==> src/rtl/result_drain_pkg.sv <==
// Shared types and defaults for the detection result drain.
package pkg_resultDrain;

  localparam int unsigned DEF_DATA_W = 32;
  localparam int unsigned DEF_X_BITS = 10;
  localparam int unsigned DEF_Y_BITS = 10;
  localparam int unsigned DEF_S_BITS = 5;
  localparam int unsigned DEF_CNT_W  = 16;

  // Wide enough for any supported queue width; the module slices it down.
  localparam logic [63:0] END_MARKER = '1;

  typedef enum logic [2:0] {
    S_Reset   = 3'd0,
    S_Ready   = 3'd1,
    S_Pop     = 3'd2,
    S_Capture = 3'd3,
    S_Present = 3'd4,
    S_Done    = 3'd5
  } STATES_t;

endpackage

==> src/rtl/result_drain.sv <==
// Drains packed detections from the result queue, filters by frame width,
// and presents them on a valid/ready host stream with per-frame totals.
module result_drain
  import pkg_resultDrain::*;
#(
  parameter int unsigned DATA_W = DEF_DATA_W,
  parameter int unsigned X_BITS = DEF_X_BITS,
  parameter int unsigned Y_BITS = DEF_Y_BITS,
  parameter int unsigned S_BITS = DEF_S_BITS,
  parameter int unsigned CNT_W  = DEF_CNT_W
) (
  input  logic              clk,
  input  logic              resetn,
  input  logic              start,
  input  logic [X_BITS-1:0] frame_w,
  output logic              ready,
  input  logic              rq_empty,
  output logic              rq_rd,
  input  logic [DATA_W-1:0] rq_data,
  output logic              out_valid,
  input  logic              out_ready,
  output logic [X_BITS-1:0] out_x,
  output logic [Y_BITS-1:0] out_y,
  output logic [S_BITS-1:0] out_scale,
  output logic              done,
  output logic [CNT_W-1:0]  det_count,
  output logic [CNT_W-1:0]  drop_count
);

  localparam int unsigned       FIELD_W  = X_BITS + Y_BITS + S_BITS;
  localparam logic [DATA_W-1:0] END_WORD = END_MARKER[DATA_W-1:0];
  localparam logic [CNT_W-1:0]  CNT_MAX  = '1;

  STATES_t           state_q, state_d;
  logic [X_BITS-1:0] frame_w_q, frame_w_d;
  logic [X_BITS-1:0] out_x_q, out_x_d;
  logic [Y_BITS-1:0] out_y_q, out_y_d;
  logic [S_BITS-1:0] out_scale_q, out_scale_d;
  logic              out_valid_q, out_valid_d;
  logic [CNT_W-1:0]  det_count_q, det_count_d;
  logic [CNT_W-1:0]  drop_count_q, drop_count_d;

  logic [X_BITS-1:0] cap_x;
  logic [Y_BITS-1:0] cap_y;
  logic [S_BITS-1:0] cap_scale;

  assign cap_x     = rq_data[FIELD_W-1 -: X_BITS];
  assign cap_y     = rq_data[Y_BITS+S_BITS-1 -: Y_BITS];
  assign cap_scale = rq_data[S_BITS-1:0];

  always_comb begin
    state_d      = state_q;
    frame_w_d    = frame_w_q;
    out_x_d      = out_x_q;
    out_y_d      = out_y_q;
    out_scale_d  = out_scale_q;
    out_valid_d  = out_valid_q;
    det_count_d  = det_count_q;
    drop_count_d = drop_count_q;
    rq_rd        = 1'b0;

    case (state_q)
      S_Reset: state_d = S_Ready;
      S_Ready: begin
        if (start) begin
          frame_w_d    = frame_w;
          det_count_d  = '0;
          drop_count_d = '0;
          state_d      = S_Pop;
        end
      end
      S_Pop: begin
        if (!rq_empty) begin
          rq_rd   = 1'b1;
          state_d = S_Capture;
        end
      end
      S_Capture: begin
        if (rq_data == END_WORD) begin
          state_d = S_Done;
        end else if (cap_x >= frame_w_q) begin
          if (drop_count_q != CNT_MAX) drop_count_d = drop_count_q + 1'b1;
          state_d = S_Pop;
        end else begin
          out_x_d     = cap_x;
          out_y_d     = cap_y;
          out_scale_d = cap_scale;
          out_valid_d = 1'b1;
          state_d     = S_Present;
        end
      end
      S_Present: begin
        if (out_ready) begin
          if (det_count_q != CNT_MAX) det_count_d = det_count_q + 1'b1;
          out_valid_d = 1'b0;
          state_d     = S_Pop;
        end
      end
      S_Done:  state_d = S_Ready;
      default: state_d = S_Reset;
    endcase
  end

  always_ff @(posedge clk) begin
    if (!resetn) begin
      state_q      <= S_Reset;
      frame_w_q    <= '0;
      out_x_q      <= '0;
      out_y_q      <= '0;
      out_scale_q  <= '0;
      out_valid_q  <= 1'b0;
      det_count_q  <= '0;
      drop_count_q <= '0;
    end else begin
      state_q      <= state_d;
      frame_w_q    <= frame_w_d;
      out_x_q      <= out_x_d;
      out_y_q      <= out_y_d;
      out_scale_q  <= out_scale_d;
      out_valid_q  <= out_valid_d;
      det_count_q  <= det_count_d;
      drop_count_q <= drop_count_d;
    end
  end

  assign ready      = (state_q == S_Ready);
  assign done       = (state_q == S_Done);
  assign out_valid  = out_valid_q;
  assign out_x      = out_x_q;
  assign out_y      = out_y_q;
  assign out_scale  = out_scale_q;
  assign det_count  = det_count_q;
  assign drop_count = drop_count_q;

endmodule

==> config.mk <==
export PLATFORM = sky130hd
export DESIGN_NAME = result_drain
export DESIGN_NICKNAME = d
export VERILOG_FILES = /design/src/rtl/result_drain_pkg.sv /design/src/rtl/result_drain.sv
export SDC_FILE = /design/constraint.sdc
export NUM_CORES = 1
export LEC_CHECK = 0
export CORE_UTILIZATION = 49
export CTS_BUF_LIST = sky130_fd_sc_hd__clkbuf_8
export CTS_CLUSTER_SIZE = 10
export DETAILED_ROUTE_END_ITERATION = 16
export GPL_TIMING_DRIVEN = 0
export PLACE_DENSITY = 0.83
export SYNTH_ARGS = -nofsm -noshare
export SYNTH_HDL_FRONTEND = slang
export SYNTH_SLANG_ARGS = --single-unit
==> constraint.sdc <==
create_clock -name clk -period 2.95 [get_ports clk]
set_input_delay 0.295 -clock clk [delete_from_list [all_inputs] [get_ports clk]]
set_output_delay 0.295 -clock clk [all_outputs]
set_load 0.05 [all_outputs]
==> flow_metrics.tcl, run 1 <==
set metrics [dict create \
    yosys.area.top_type "dfxtp_1" \
    ios 108 \
    place.gp.congestion 0.842 \
    die_h_um 87.3 \
    p_leak_nw 1.82 \
    cts_max_level 3 \
    synthCells 403 \
    clk_pin_slew_ns 0.07 \
    syn_avg_cell_area_um2 8.84 \
    post_cts.repair.setup_buffers 0 \
    diodes 0 \
    fillCellCount 577 \
    yosysWarnings 0 \
    finClkSkew_ns 0.00944 \
    synth-edff-count 0 \
    io_buffers 106 \
    die_x_um 87.3 \
    hpwlAfterDp_um 6850 \
    worstSetupEndpointType "primary output" \
    yosys.area.top_type_share_pct 39.9 \
    synth_most_common_cell "dfxtp_1" \
    grt_pass1_vias 3035 \
    setup_viol 0 \
    max_clock_freq_mhz 397 \
    startpoint_type "flip-flop" \
    hold_buffers 0 \
    ys_ff_latch 71 \
    grt_pass1_wl_um 14200 \
    dr.first_iter.drc_count 191 \
    cts_tree "built" \
    crit_required_ns 2.65 \
    netlist_top_cells_count "dfxtp_1 (71), nand2_1 (40), nor2b_1 (27)" \
    avgViaCountPerCell 5.46 \
    placed_cells 605 \
    postSynth.asyncResetShare_pct 0 \
    power.density_mw_per_mm2 403 \
    yosys.cell_types.count 52 \
    crit_type "flip-flop to primary output" \
    wl_per_cell_um 14.7 \
    clk_path_buf_depth 2 \
    cap_violations 0 \
    dieArea_mm2 0.00762 \
    netlist_area_mm2 0.00356 \
    syn_nets 462 \
    drive_above_1_share_pct 7.09 \
    clock_insertion_delay_worst_skew_ns 0.33 \
    start_util_pct 51.6 \
    maxSlewViolCount 0 \
    outcome "finished, final reports clean" \
    cts_resized 0 \
    grt_max_degree 11 \
    grt_use_total_pct 23.7 \
    drcViolationCount 0 \
    cts_inserted_buffers 9 \
    hold_path_class "input port to flip-flop" \
    arrival_ns 2.22 \
    antenna_found_initial 0 \
    cp_max_fo 10 \
    maxSlewHeadroom_pct 64.6 \
    firstDrtPassIters 5 \
    hold_ws_ns 0.444 \
    fin_nets 579 \
    synth_ff_type "dfxtp_1" \
    ant_nets 0 \
    fin_crit_ns 2.52 \
    grt_setup_unrepaired "false" \
    min_period_over_period_pct 85.3 \
    cts_root_buf "clkbuf_8" \
    worstMarginPinSlew_ns 0.530 \
    core_mm2 0.00691 \
    hold_viol 0 \
    ys_seq_area_share_pct 39.9 \
    synth_area_leaders "dfxtp_1 (40%), mux2i_1 (7.0%), nor2b_1 (4.7%)" \
    drt_wl_total_um 9060 \
    std_cell_rows 30 \
    grt_overflow_total 0 \
    cts.sinks 71 \
    via_count 3377 \
    area_delta_synth_final_pct 37.4 \
    stdcell_count 618 \
    ir_worst_vdd_v 0.000259 \
    fin_setup_tns_ns 0 \
]
[through the flow]
step           worst slack (ns)  util [%]  power [mW]  cell area (µm²)
2_1_floorplan             0.212         -        1.22             3560
3_3_place_gp              0.285      68.7        1.35             4740
3_5_place_dp              0.235      68.7        1.36             4740
4_1_cts                   0.443      70.9        1.99             4900
5_1_grt                   0.320      70.9        2.07             4900
6_report                  0.433      70.9        1.97             4900
[report_power, final]
part / internal [mW] / switching [mW]
logic: 0.154 / 0.189
registers: 0.980 / 0.0156
clock network: 0.308 / 0.328
total: 1.44 / 0.533
[flip-flops by register name, summed over array words and instances (netlist names)]
register    flops
det_count      16
drop_count     16
frame_w_q      10
out_x          10
out_y          10
out_scale       5
state_q         3
out_valid       1
[path summary, 6_finish.rpt]
check | start | to | slack [ns] | cells past startpoint
max | state_q[1] | ready | 0.43 | 3
min | resetn | drop_count[0] | 0.44 | 2
max reg2reg | frame_w_q[7] | drop_count[15] | 0.66 | 9
min reg2reg | out_valid | out_valid | 0.45 | 2
[worst max-delay path, stage by stage (launching register included)]
cell and delay, ns:
dfxtp_1 0.38, buf_2 0.20, nor3b_1 0.39, clkdlybuf4s50_1 0.91
[cell type report]
type,instances,area (µm²),share of cell area (%)
well taps,96,120,2.45
flip-flops and latches,71,1420,29.0
clock inverters,3,13.8,0.281
multi-input cells,293,1950,39.8
repair buffers,106,1060,21.7
plain buffers,21,125,2.56
clock buffers,10,138,2.81
inverters,18,67.6,1.38
[kinds of logic after synthesis]
| group | Yosys count | synth area share, % |
|---|---|---|
| AND/OR/NAND/NOR | 174 | 26.8 |
| XOR/XNOR | 15 | 3.69 |
| flip-flops | 71 | 39.9 |
| multiplexers | 25 | 7.02 |
| adder cells (fa/ha/maj) | 12 | 4.21 |
| AO/OA/AOI/OAI | 67 | 13.0 |
| buffers and inverters | 39 | 5.41 |
[cells in the final DEF (no fill, tap or decap), drive strengths merged, types with 3 or more instances in the layout]
cell type	n
nor2	22
nor3	5
a21boi	10
dfxtp	71
nor4	3
nor2b	28
buf	14
and2	3
clkdlybuf4s50	106
o31ai	5
o21ai	14
or4	3
nand3	16
xor2	8
mux2i	25
inv	19
and4	3
nand4	19
nand2	40
xnor2	7
a211oi	4
o31a	3
a21oi	20
or3	17
clkbuf	17
ha	12
[routing by layer]
layer	up-vias	routed length, µm	track usage, %
li1	1671	-	-
met4	0	104	8.94
met2	116	4300	39.5
met5	-	0	0
met3	11	589	4.45
met1	1579	4070	30.4
No activity file was read; power rests on OpenSTA's default activity.
==> run 2, diff against run 1 <==
SETUP_SLACK_MARGIN = 0.1   (was default)
SKIP_LAST_GASP = 1   (was default)
==> results of run 2 <==
Final layout, timing and power as in run 1 (identical DEF).
